**config.mk**
```make
export PLATFORM = sky130hd
export DESIGN_NAME = switch_ingress_port
export DESIGN_NICKNAME = d
export VERILOG_FILES = /design/src/rtl/switch_ingress_port.sv
export SDC_FILE = /design/constraint.sdc
export NUM_CORES = 1
export LEC_CHECK = 0
export CAP_MARGIN = 20
export CORE_UTILIZATION = 43
export DETAILED_ROUTE_END_ITERATION = 10
export MAX_ROUTING_LAYER = met4
export PLACE_DENSITY = 0.7
export REMOVE_ABC_BUFFERS = 1
export SLEW_MARGIN = 30
export SYNTH_ARGS = -nofsm -noshare
export SYNTH_HDL_FRONTEND = slang
export SYNTH_SLANG_ARGS = --single-unit
```
**constraint.sdc**
```tcl
create_clock -name clk -period 3.05 [get_ports clk]
set_input_delay 0.4575 -clock clk [delete_from_list [all_inputs] [get_ports clk]]
set_output_delay 0.4575 -clock clk [all_outputs]
set_load 0.005 [all_outputs]
```
**src/rtl/switch_ingress_port.sv**
```systemverilog
// Ingress port of the switch: frames the serial byte stream, buffers one packet,
// decodes its destination address and forwards it on a valid/ready byte stream.
module switch_ingress_port #(
   parameter int                     MAX_LEN   = 16,
   parameter int                     NUM_PORTS = 4,
   parameter logic [NUM_PORTS*8-1:0] PORT_ADDR = {8'h04, 8'h03, 8'h02, 8'h01}
) (
   input  logic                 clk,
   input  logic                 rst_n,
   input  logic [7:0]           data_in,
   input  logic                 sw_enable_in,
   output logic                 read_out,
   output logic [7:0]           out_data,
   output logic                 out_valid,
   input  logic                 out_ready,
   output logic                 out_sop,
   output logic                 out_eop,
   output logic [NUM_PORTS-1:0] out_port_sel,
   output logic                 pkt_drop
);

   localparam int LW = $clog2(MAX_LEN + 1);
   localparam int AW = $clog2(MAX_LEN);
   localparam logic [LW-1:0] MAX_LEN_L = LW'(MAX_LEN);
   localparam logic [LW-1:0] MIN_LEN_L = LW'(3);

   typedef enum logic [2:0] {
      S_IDLE,
      S_RECV,
      S_DECODE,
      S_FWD,
      S_DROP
   } state_t;

   state_t               state_q, state_d;
   logic                 en_q, en_d;
   logic [LW-1:0]        len_q, len_d;
   logic [LW-1:0]        rd_q, rd_d;
   logic [NUM_PORTS-1:0] port_sel_q, port_sel_d;
   logic                 out_valid_q, out_valid_d;
   logic [7:0]           out_data_q, out_data_d;
   logic                 pkt_drop_q, pkt_drop_d;

   logic [7:0]           pkt_buf_q [MAX_LEN];
   logic                 wr_en;
   logic [AW-1:0]        wr_addr;

   logic [NUM_PORTS-1:0] match_sel;
   logic                 match_any;
   logic [LW-1:0]        rd_next;
   logic                 last_byte;

   assign rd_next   = rd_q + LW'(1);
   assign last_byte = (rd_q == (len_q - LW'(1)));

   // Address decode of the DA byte; scanning downwards lets the lowest matching index win.
   always_comb begin
      match_sel = '0;
      match_any = 1'b0;
      for (int i = NUM_PORTS - 1; i >= 0; i--) begin
         if (pkt_buf_q[0] == PORT_ADDR[i*8 +: 8]) begin
            match_sel    = '0;
            match_sel[i] = 1'b1;
            match_any    = 1'b1;
         end
      end
   end

   // Next-state logic: framing, decode, forwarding handshake and drop handling.
   always_comb begin
      state_d     = state_q;
      en_d        = sw_enable_in;
      len_d       = len_q;
      rd_d        = rd_q;
      port_sel_d  = port_sel_q;
      out_valid_d = out_valid_q;
      out_data_d  = out_data_q;
      pkt_drop_d  = 1'b0;
      wr_en       = 1'b0;
      wr_addr     = len_q[AW-1:0];
      case (state_q)
         S_IDLE: begin
            if (sw_enable_in && !en_q) begin
               wr_en   = 1'b1;
               wr_addr = '0;
               len_d   = LW'(1);
               state_d = S_RECV;
            end
         end
         S_RECV: begin
            if (sw_enable_in) begin
               if (len_q == MAX_LEN_L) begin
                  state_d = S_DROP;
               end else begin
                  wr_en = 1'b1;
                  len_d = len_q + LW'(1);
               end
            end else if (len_q < MIN_LEN_L) begin
               pkt_drop_d = 1'b1;
               state_d    = S_IDLE;
            end else begin
               state_d = S_DECODE;
            end
         end
         S_DECODE: begin
            if (match_any) begin
               port_sel_d  = match_sel;
               rd_d        = '0;
               out_valid_d = 1'b0;
               state_d     = S_FWD;
            end else begin
               pkt_drop_d = 1'b1;
               state_d    = S_IDLE;
            end
         end
         S_FWD: begin
            // The output byte lives in a register, so the first FWD cycle only loads it.
            if (!out_valid_q) begin
               out_valid_d = 1'b1;
               out_data_d  = pkt_buf_q[rd_q[AW-1:0]];
            end else if (out_ready) begin
               if (last_byte) begin
                  out_valid_d = 1'b0;
                  out_data_d  = 8'h00;
                  state_d     = S_IDLE;
               end else begin
                  rd_d       = rd_next;
                  out_data_d = pkt_buf_q[rd_next[AW-1:0]];
               end
            end
         end
         S_DROP: begin
            if (!sw_enable_in) begin
               pkt_drop_d = 1'b1;
               state_d    = S_IDLE;
            end
         end
         default: state_d = S_IDLE;
      endcase
   end

   // Control and output registers; enable history resets high so a live frame is ignored.
   always_ff @(posedge clk or negedge rst_n) begin
      if (!rst_n) begin
         state_q     <= S_IDLE;
         en_q        <= 1'b1;
         len_q       <= '0;
         rd_q        <= '0;
         port_sel_q  <= '0;
         out_valid_q <= 1'b0;
         out_data_q  <= 8'h00;
         pkt_drop_q  <= 1'b0;
      end else begin
         state_q     <= state_d;
         en_q        <= en_d;
         len_q       <= len_d;
         rd_q        <= rd_d;
         port_sel_q  <= port_sel_d;
         out_valid_q <= out_valid_d;
         out_data_q  <= out_data_d;
         pkt_drop_q  <= pkt_drop_d;
      end
   end

   // Packet buffer storage; contents are don't-care until written, so it has no reset.
   always_ff @(posedge clk) begin
      if (wr_en) begin
         pkt_buf_q[wr_addr] <= data_in;
      end
   end

   assign read_out     = (state_q == S_DECODE) || (state_q == S_FWD) || (state_q == S_DROP);
   assign out_valid    = out_valid_q;
   assign out_data     = out_data_q;
   assign out_sop      = out_valid_q && (rd_q == '0);
   assign out_eop      = out_valid_q && last_byte;
   assign out_port_sel = out_valid_q ? port_sel_q : '0;
   assign pkt_drop     = pkt_drop_q;

endmodule

```
-- After elaboration in Yosys (flattened, before gate mapping)
Memories as Yosys holds them, arrays and structs flattened.
Index checks and enable logic that the tools add are counted.
- $add $sub $neg: 3
- $lt $le $gt $ge: 1
- eq/ne operators: 21
- multiplexer cells: 49
- reductions and logical operators: 16
- operators with widths (cell ; number):
    2-to-1 mux 5 bit ; 7
    2-to-1 mux 4 bit ; 7
    2-to-1 mux 8 bit ; 3
    2-to-1 mux 3 bit ; 7
    inequality test 2 bit, second input constant ; 10
    case mux 5 bit (2 select lines) ; 2
    2-to-1 mux 1 bit ; 17
    == test 8 x 2 -> 1 bit, second input constant ; 2
    case mux 3 bit (5 select lines) ; 1
    adder 5 x 1 -> 5 bit, second input constant ; 2
    == test 8 x 1 -> 1 bit, second input constant ; 1
    == test 8 x 3 -> 1 bit, second input constant ; 1
    == test 3 x 2 -> 1 bit, second input constant ; 2
    AND reduction 2 bit ; 3
    AND reduction 6 bit ; 1
    == test 5 bit ; 1
    == test 5 bit, second input constant ; 1
    zero test 5 bit ; 1
    less-than comparator 5 x 2 -> 1 bit, second input constant ; 1
    AND reduction 5 bit ; 1
    subtractor 5 x 1 -> 5 bit, second input constant ; 1
    2-to-1 mux 2 bit ; 2
    case mux 1 bit (2 select lines) ; 2
    AND reduction 4 bit ; 1
    other kinds (9) ; 13
- flip-flop bits (word level): 28
- bits in writable memories: 128
- input bits: 12
- memories: 1
- memories (name ; depth ; bits a word ; rd ports ; clocked after Yosys merged registers in ; wr ports ; RTL line ; text):
    pkt_buf_q ; 16 ; 8 ; 3 ; 0 ; 1 ; 44 ; logic [7:0] pkt_buf_q [MAX_LEN];

-- Longest topological paths before layout
Gate-level depths: netlist of run 1.
An unclocked memory read counts as a cell.
- word-level depth: 8
- mapped depth: 11
- gate-level depth less buffers: 7

-- Least setup slack after synthesis of run 1
Ideal clock, no wire load.
- path type: flip-flop to flip-flop
- start: register rd_q[1]
- end: register out_data_q[7], in the netlist out_data[7]
- data arrival time: 2.781 ns
- required time: 2.912 ns
- slack: 0.131 ns
- stages on the path, launching flop included: 12
- path buffers: 4
- cell sequence: dfrtp_1 clkbuf_1 buf_2 clkbuf_1 inv_1 ha_1 buf_2 mux4_2 nand2_1 nand2_1 o211ai_1 o21ai_0
- word-level cells in the longest chain between the ends: 5
- elaborated cells on any way between the ends: 6
- those cells by class: 1 x add/sub; 1 x eq/ne; 3 x mux; 1 x memory
- RTL lines (element ; RTL line ; text):
    from (decl) ; 38 ; logic [LW-1:0] rd_q, rd_d;
    from (signal assigned) ; 157 ; rd_q <= rd_d;
    adder 5 x 1 -> 5 bit ; 53 ; assign rd_next = rd_q + LW'(1);
    memory read (16 x 8 bit) ; -- ;
    2-to-1 mux 8 bit ; 122 ; if (last_byte) begin
    2-to-1 mux 8 bit ; 121 ; end else if (out_ready) begin
    2-to-1 mux 8 bit * ; 118 ; if (!out_valid_q) begin
    to (signal assigned) ; 160 ; out_data_q <= out_data_d;
    to (decl) ; 41 ; logic [7:0] out_data_q, out_data_d;
Mark *: on every way between the ends. The rest lies on a longest branch, timed or not. The select of a mux whose other input is x is not followed.
A chain may end at the register's enable or synchronous reset.

-- Final worst setup path of run 1
- start: register len_q[1]
- end: output port out_eop
- word-level cells in the longest chain between the ends: 3
- RTL lines (element ; RTL line ; text):
    from (decl) ; 37 ; logic [LW-1:0] len_q, len_d;
    from (signal assigned) ; 156 ; len_q <= len_d;
    subtractor 5 x 1 -> 5 bit ; 54 ; assign last_byte = (rd_q == (len_q - LW'(1)));
    == test 5 bit ; 54 ;
    logical AND 1 bit ; 176 ; assign out_eop = out_valid_q && last_byte;
    to (decl) ; 17 ; output logic out_eop,
No other way between the ends.

==> flow_metrics.py, run 1 <==
metrics = {
    "drt": {
        "ant_nets": 0,
        "wl_per_cell_um": 23.4,
        "first_drt_iteration_drcs": 422,
        "totalWireLength_um": 18200,
        "vias_per_cell": 6.20,
        "via_count": 4820,
        "firstDrtPassIters": 5,
        "route.detailed.drc": 0,
    },
    "power_and_ir_drop": {
        "cellInternalPower_mw": 5.37,
        "powerDensity_nw_per_um2": 954,
        "seqPwrFrac": 0.322,
        "vdd.ir_drop.worst_mv": 0.526,
        "post_layout_total_power_mw": 8.37,
        "net_switching_fraction_of_the_power": 0.359,
        "power.static_leakage_nw": 2.96,
        "p_clk_frac": 0.243,
        "power.switching_mw": 3.00,
        "comb_power_share": 0.435,
    },
    "yosys": {
        "synth-async-reset-ratio": 0.179,
        "synth_cell_types": 51,
        "syn_inst": 495,
        "most_used_standard_cell_by_instance_count_after_synthesis": "edfxtp_1",
        "portion_of_the_post_synthesis_area_used_by_sequential_elements": 0.606,
        "synthesis.area_per_instance_um2": 15.2,
        "ys.warnings.count": 0,
        "synth_top_cell_by_area": "edfxtp_1",
        "netlist_area_um2": 7500,
        "synth_top_flop_cell": "edfxtp_1",
        "netlist_top_cells_area": "edfxtp_1 (51%), mux4_2 (18%), dfrtp_1 (9.0%)",
        "yosys_register_bits": 156,
        "synth_top_area_share": 0.512,
        "synth_enable_flop_cells": 128,
        "synth.cells.most_frequent": "edfxtp_1 (128), mux4_2 (60), nand2_1 (34)",
    },
    "placed_design": {
        "pre_cts_slack_ns": 0.430,
        "place_area_um2": 8180,
        "numPortBuffers": 28,
        "finalWeightedCongestion": 0.890,
        "dpl.cell_count": 744,
        "dpl.hpwl_um": 12100,
    },
    "die": {
        "pin_count": 29,
        "core_region_area_um2": 16800,
        "placement_rows": 47,
        "die_width_um": 134,
        "die_area_um2": 18000,
        "die_h_um": 134,
        "initial_utilization": 0.446,
    },
    "worst_setup_path": {
        "critical_path.cell_chain": "inv_2 -> ha_4 -> nand2b_1 -> and3_1 -> o31a_1 -> nor3_2 -> clkdlybuf4s50_1",
        "critPathTopFamily": "buffers and inverters",
        "slowest_delay_ns": 0.53,
        "timing.critical_path.buf_inv": 2,
        "timing_worst_setup_path_type": "flop to output port",
        "cp.arrival_ns": 2.41,
        "critPathSlowestCell": "clkdlybuf4s50_1",
        "worstSetupStartpointType": "flop",
        "worst-path-max-fanout": 7,
        "setup.reg_to_reg.worst_slack_ns": 0.40,
        "worstSetupEndpointType": "output port",
        "crit-reg2reg-capture": "out_data[5]",
        "worst_r2r_startpoint": "rd_q[0]",
        "r2r.worst_path.cells": 7,
        "critPathRequiredTime_ns": 2.59,
    },
    "cts": {
        "cts_max_level": 4,
        "cts.path.max_buffers": 2,
        "clock_transition_at_the_registers_of_the_reported_paths_ns": 0.07,
        "tritoncts": "built",
        "cts_num_sinks": 156,
        "cts_buffers": 17,
        "clock_latency_late_sink_ns": 0.43,
        "clock_tree.root_cell": "clkbuf_16",
        "cts_hold_buf": 0,
    },
    "global_routing": {
        "grt-ovfl-total": 0,
        "globalRouteTotalUtil": 0.224,
        "vias_in_the_first_global_route": 4740,
        "wire_length_of_the_first_global_routing_pass_um": 28300,
        "grt_start_max_net_pins": 58,
        "antenna_found_initial": 0,
    },
    "flow_run": {
        "drv.max_cap_violation_count": 0,
    },
    "sta": {
        "finalHoldWorstSlack_ns": 0.375,
        "fin_tns_setup_ns": 0,
        "timing.final.ws_setup_ns": 0.183,
        "clock_skew_ns": 0.00879,
        "timing.final.hold_violations": 0,
        "unrepaired_setup_endpoints_after_global_routing": "false",
        "finalCritPeriodShare": 0.940,
        "clock_period_minus_worst_slack_ns": 2.87,
        "finalMaxSlewViolations": 0,
        "worst-slew-pin-transition_ns": 0.867,
        "fmax_mhz": 349,
        "relSlewSlack": 0.418,
        "setup_viol_count_final": 0,
    },
    "outcome": {
        "result_of_the_run": "finished, final reports clean",
    },
    "finish": {
        "finalNetCount": 561,
        "fin_cells": 778,
        "final_core_utilization": 0.522,
        "syn2layout_area_growth_pct": 17.0,
        "final_cell_area_um2": 8780,
        "drive_gt1_frac": 0.254,
        "antenna-diode-count": 0,
    },
    "worst_hold_path": {
        "holdCritPathClass": "input pin to async pin",
    },
}
==> flip-flops by register name, summed over array words and instances (netlist names) <==
register / flops
len_q: 5
rd_q: 5
port_sel_q: 4
out_data: 8
pkt_drop: 1
en_q: 1
pkt_buf_q: 128
out_valid: 1
state_q: 3
==> logic make-up (layout without fill, tap and decap cells) <==
logic type | count (synthesis) | after routing | share of synthesized area
flip-flops | 156 | 156 | 0.606
adder cells (fa/ha/maj) | 4 | 4 | 0.00667
AND/OR/NAND/NOR | 145 | 145 | 0.0957
multiplexers | 72 | 72 | 0.202
AO/OA/AOI/OAI | 67 | 67 | 0.0545
buffers and inverters | 41 | 104 | 0.0238
XOR/XNOR | 10 | 10 | 0.0117
==> power groups by stage <==
stage	Clock, mW	Sequential [mW]	Combinational, mW
after global routing	2.14	2.72	3.92
after global placement	0	2.73	3.50
final	2.03	2.70	3.64
after detailed placement	0	2.73	3.57
after floorplan	0	2.90	2.26
after CTS	2.05	2.69	3.59
==> cell type report <==
| type | instances | area [um^2] |
|---|---|---|
| sequential | 156 | 4550 |
| multi-input combinational | 298 | 2810 |
| inverter | 12 | 45.0 |
| clock inverter | 14 | 136 |
| clock buffer | 18 | 429 |
| tap | 220 | 275 |
| timing repair buffer | 60 | 533 |
| fill | 1390 | 8040 |
==> how the worst max path moves through the flow <==
stage	to	cells past startpoint	slack, ns	start
3_5_place_dp	out_eop	7	0.43	len_q[1]
4_1_cts	out_eop	7	0.01	len_q[1]
3_3_place_gp	out_eop	7	0.47	len_q[1]
6_report	out_eop	7	0.18	len_q[1]
5_1_grt	out_eop	7	0.03	len_q[1]
2_1_floorplan	out_data[7]	7	-2.14	rd_q[0]
==> per-layer routing <==
layer,vias to the layer above,global-route usage,wire length [um]
li1,2089,-,-
met1,2457,0.292,7530
met2,239,0.337,8720
met3,35,0.0525,1410
met4,0,0.0993,535
met5,-,-,0
==> repair_timing <==
item | CTS | global route
gates cloned | 0 | 0
setup endpoints to repair | 1 | 1
buffers inserted | 0 | 2
pin swaps | 0 | 1
resized for setup | 2 | 3
==> cells in the final DEF (no fill, tap or decap), drive strengths merged, types with 10 or more instances in the layout <==
cell,n
nor4,10
clkbuf,18
inv,16
nand3,25
o21ai,24
nand2,34
buf,32
nor3,17
nor2,32
mux4,62
dfrtp,27
edfxtp,128
clkdlybuf4s50,28
a21oi,14
Note: power is estimated with default switching activity, not from simulation.
==> run 2, diff against run 1 <==
--- a/config.mk
+++ b/config.mk
@@ -6,10 +6,13 @@
 export NUM_CORES = 1
 export LEC_CHECK = 0
 export CAP_MARGIN = 20
+export CELL_PAD_IN_SITES_DETAIL_PLACEMENT = 0
+export CELL_PAD_IN_SITES_GLOBAL_PLACEMENT = 1
+export CORE_MARGIN = 5
 export CORE_UTILIZATION = 43
 export DETAILED_ROUTE_END_ITERATION = 10
 export MAX_ROUTING_LAYER = met4
-export PLACE_DENSITY = 0.7
+export PLACE_DENSITY = 0.79
 export REMOVE_ABC_BUFFERS = 1
 export SLEW_MARGIN = 30
 export SYNTH_ARGS = -nofsm -noshare
==> flow_metrics.py, run 2 (synthesized netlist as in run 1, its figures left out) <==
metrics = {
    "outcome": {
        "result_of_the_run": "finished, final reports clean",
    },
    "sta": {
        "setup_viol_count_final": 0,
        "fmax_mhz": 346,
        "relSlewSlack": 0.313,
        "worst-slew-pin-transition_ns": 1.02,
        "finalHoldWorstSlack_ns": 0.461,
        "timing.final.hold_violations": 0,
        "fin_tns_setup_ns": 0,
        "finalMaxSlewViolations": 0,
        "clock_skew_ns": 0.00520,
        "clock_period_minus_worst_slack_ns": 2.89,
        "finalCritPeriodShare": 0.948,
        "unrepaired_setup_endpoints_after_global_routing": "false",
    },
    "drt": {
        "totalWireLength_um": 18600,
        "via_count": 4836,
        "ant_nets": 0,
        "vias_per_cell": 6.14,
        "first_drt_iteration_drcs": 350,
        "route.detailed.drc": 0,
        "wl_per_cell_um": 23.6,
        "firstDrtPassIters": 4,
    },
    "worst_setup_path": {
        "timing_worst_setup_path_type": "flop to output port",
        "critPathTopFamily": "buffers and inverters",
        "critical_path.cell_chain": "inv_1 -> ha_1 -> nand2b_1 -> and3_1 -> o31a_1 -> nor3_2 -> clkdlybuf4s50_1",
        "slowest_delay_ns": 0.52,
        "critPathSlowestCell": "clkdlybuf4s50_1",
        "cp-startpoint": "len_q[1]",
        "worst_r2r_startpoint": "rd_q[0]",
        "critPathRequiredTime_ns": 2.59,
        "worstSetupEndpointType": "output port",
        "timing.critical_path.buf_inv": 2,
        "worst-path-max-fanout": 5,
        "worstSetupStartpointType": "flop",
        "cp.arrival_ns": 2.43,
    },
    "finish": {
        "finalNetCount": 565,
        "fin_cells": 787,
        "final_common_cell": "edfxtp_1",
        "largest_register": "pkt_buf_q",
        "syn2layout_area_growth_pct": 17.8,
        "largest_reg_flops": 128,
        "final_cell_area_um2": 8840,
        "layout.cells.most_common_list": "edfxtp_1 (128), mux4_2 (60), nand2_1 (34), buf_4 (34), nor2_1 (32)",
        "antenna-diode-count": 0,
        "drive_gt1_frac": 0.249,
    },
    "placed_design": {
        "finalWeightedCongestion": 0.834,
        "dpl.cell_count": 753,
        "numPortBuffers": 28,
        "place_area_um2": 8220,
        "dpl.hpwl_um": 12300,
    },
    "cts": {
        "clock_tree.root_cell": "clkbuf_16",
        "cts_buffers": 17,
        "tritoncts": "built",
        "cts_max_level": 4,
        "cts_num_sinks": 156,
        "cts.path.max_buffers": 2,
        "clock_transition_at_the_registers_of_the_reported_paths_ns": 0.06,
        "clock_latency_late_sink_ns": 0.42,
    },
    "die": {
        "die_h_um": 142,
        "core_region_area_um2": 17200,
        "die_width_um": 142,
        "initial_utilization": 0.435,
        "pin_count": 29,
        "die_area_um2": 20200,
        "placement_rows": 48,
    },
    "power_and_ir_drop": {
        "power.static_leakage_nw": 3.01,
        "vdd.ir_drop.worst_mv": 0.531,
        "powerDensity_nw_per_um2": 965,
    },
    "global_routing": {
        "globalRouteTotalUtil": 0.201,
        "vias_in_the_first_global_route": 5001,
        "wire_length_of_the_first_global_routing_pass_um": 29100,
        "antenna_found_initial": 0,
        "grt_start_max_net_pins": 58,
        "grt-ovfl-total": 0,
    },
    "worst_hold_path": {
        "holdCritPathClass": "input pin to async pin",
    },
    "flow_run": {
        "drv.max_cap_violation_count": 0,
    },
}
-- run 2: cell count changes in the layout (fill, tap and decap cells not counted), sizes merged --
cell	delta
buf	+4
clkinv	+3
clkinvlp	-3
bufinv	+2
inv	-2
-- run 2: per-stage QoR --
stage	setup slack, ns	power (mW)	util
3_3_place_gp	0.455	6.35	0.477
2_1_floorplan	-2.14	5.16	-
6_report	0.158	8.53	0.513
5_1_grt	0.0150	9.02	0.513
3_5_place_dp	0.388	6.41	0.477
4_1_cts	0.0575	8.56	0.512
-- run 2: worst paths after layout --
path | end | slack (ns) | cells past startpoint
setup / recovery | out_eop | 0.16 | 7
hold / removal | pkt_drop | 0.46 | 1
setup reg to reg | out_data[5] | 0.42 | 7
hold reg to reg | port_sel_q[0] | 0.50 | 2
max in group asynchronous | en_q | 1.84 | 2
min in group clk | port_sel_q[0] | 0.50 | 2
-- run 2: area by class of cell --
class / instances / area (um^2)
clock buffers: 18 / 429
multi-input cells: 298 / 2790
flip-flops and latches: 156 / 4550
clock inverters: 14 / 168
fillers: 1405 / 8400
repair buffers: 64 / 576
inverters: 12 / 45.0
well taps: 225 / 282
-- run 2: routing by layer --
metal | track usage | share of wire | up-vias | routed length, um
li1 | - | - | 2094 | -
met1 | 0.257 | 0.41 | 2493 | 7530
met2 | 0.312 | 0.49 | 210 | 9120
met3 | 0.0534 | 0.073 | 39 | 1350
met4 | 0.0727 | 0.030 | 0 | 550
met5 | - | 0 | - | 0
-- run 2: where the power goes --
part	switching [mW]	internal (mW)	total [mW]
combinational	1.93	1.77	3.70
sequential	0.203	2.50	2.70
clock	0.837	1.29	2.13
total	2.97	5.56	8.53
-- run 2: repair_timing --
| item | in CTS | in global routing |
|---|---|---|
| endpoints found under the hold margin | 0 | 0 |
| hold buffers | 0 | 0 |
| gates resized for setup | 0 | 1 |
| pin swaps | 0 | 0 |
| setup buffers | 1 | 1 |
| setup endpoints to repair | 1 | 1 |
-- run 2: worst reg2reg max path, delay by kind of cell, from the launching register on --
kind | cells | cell delay [ns]
flip-flops | 1 | 0.46
AO/OA/AOI/OAI | 2 | 0.28
adder cells (fa/ha/maj) | 1 | 0.61
buffers and inverters | 3 | 0.69
multiplexers | 1 | 0.45
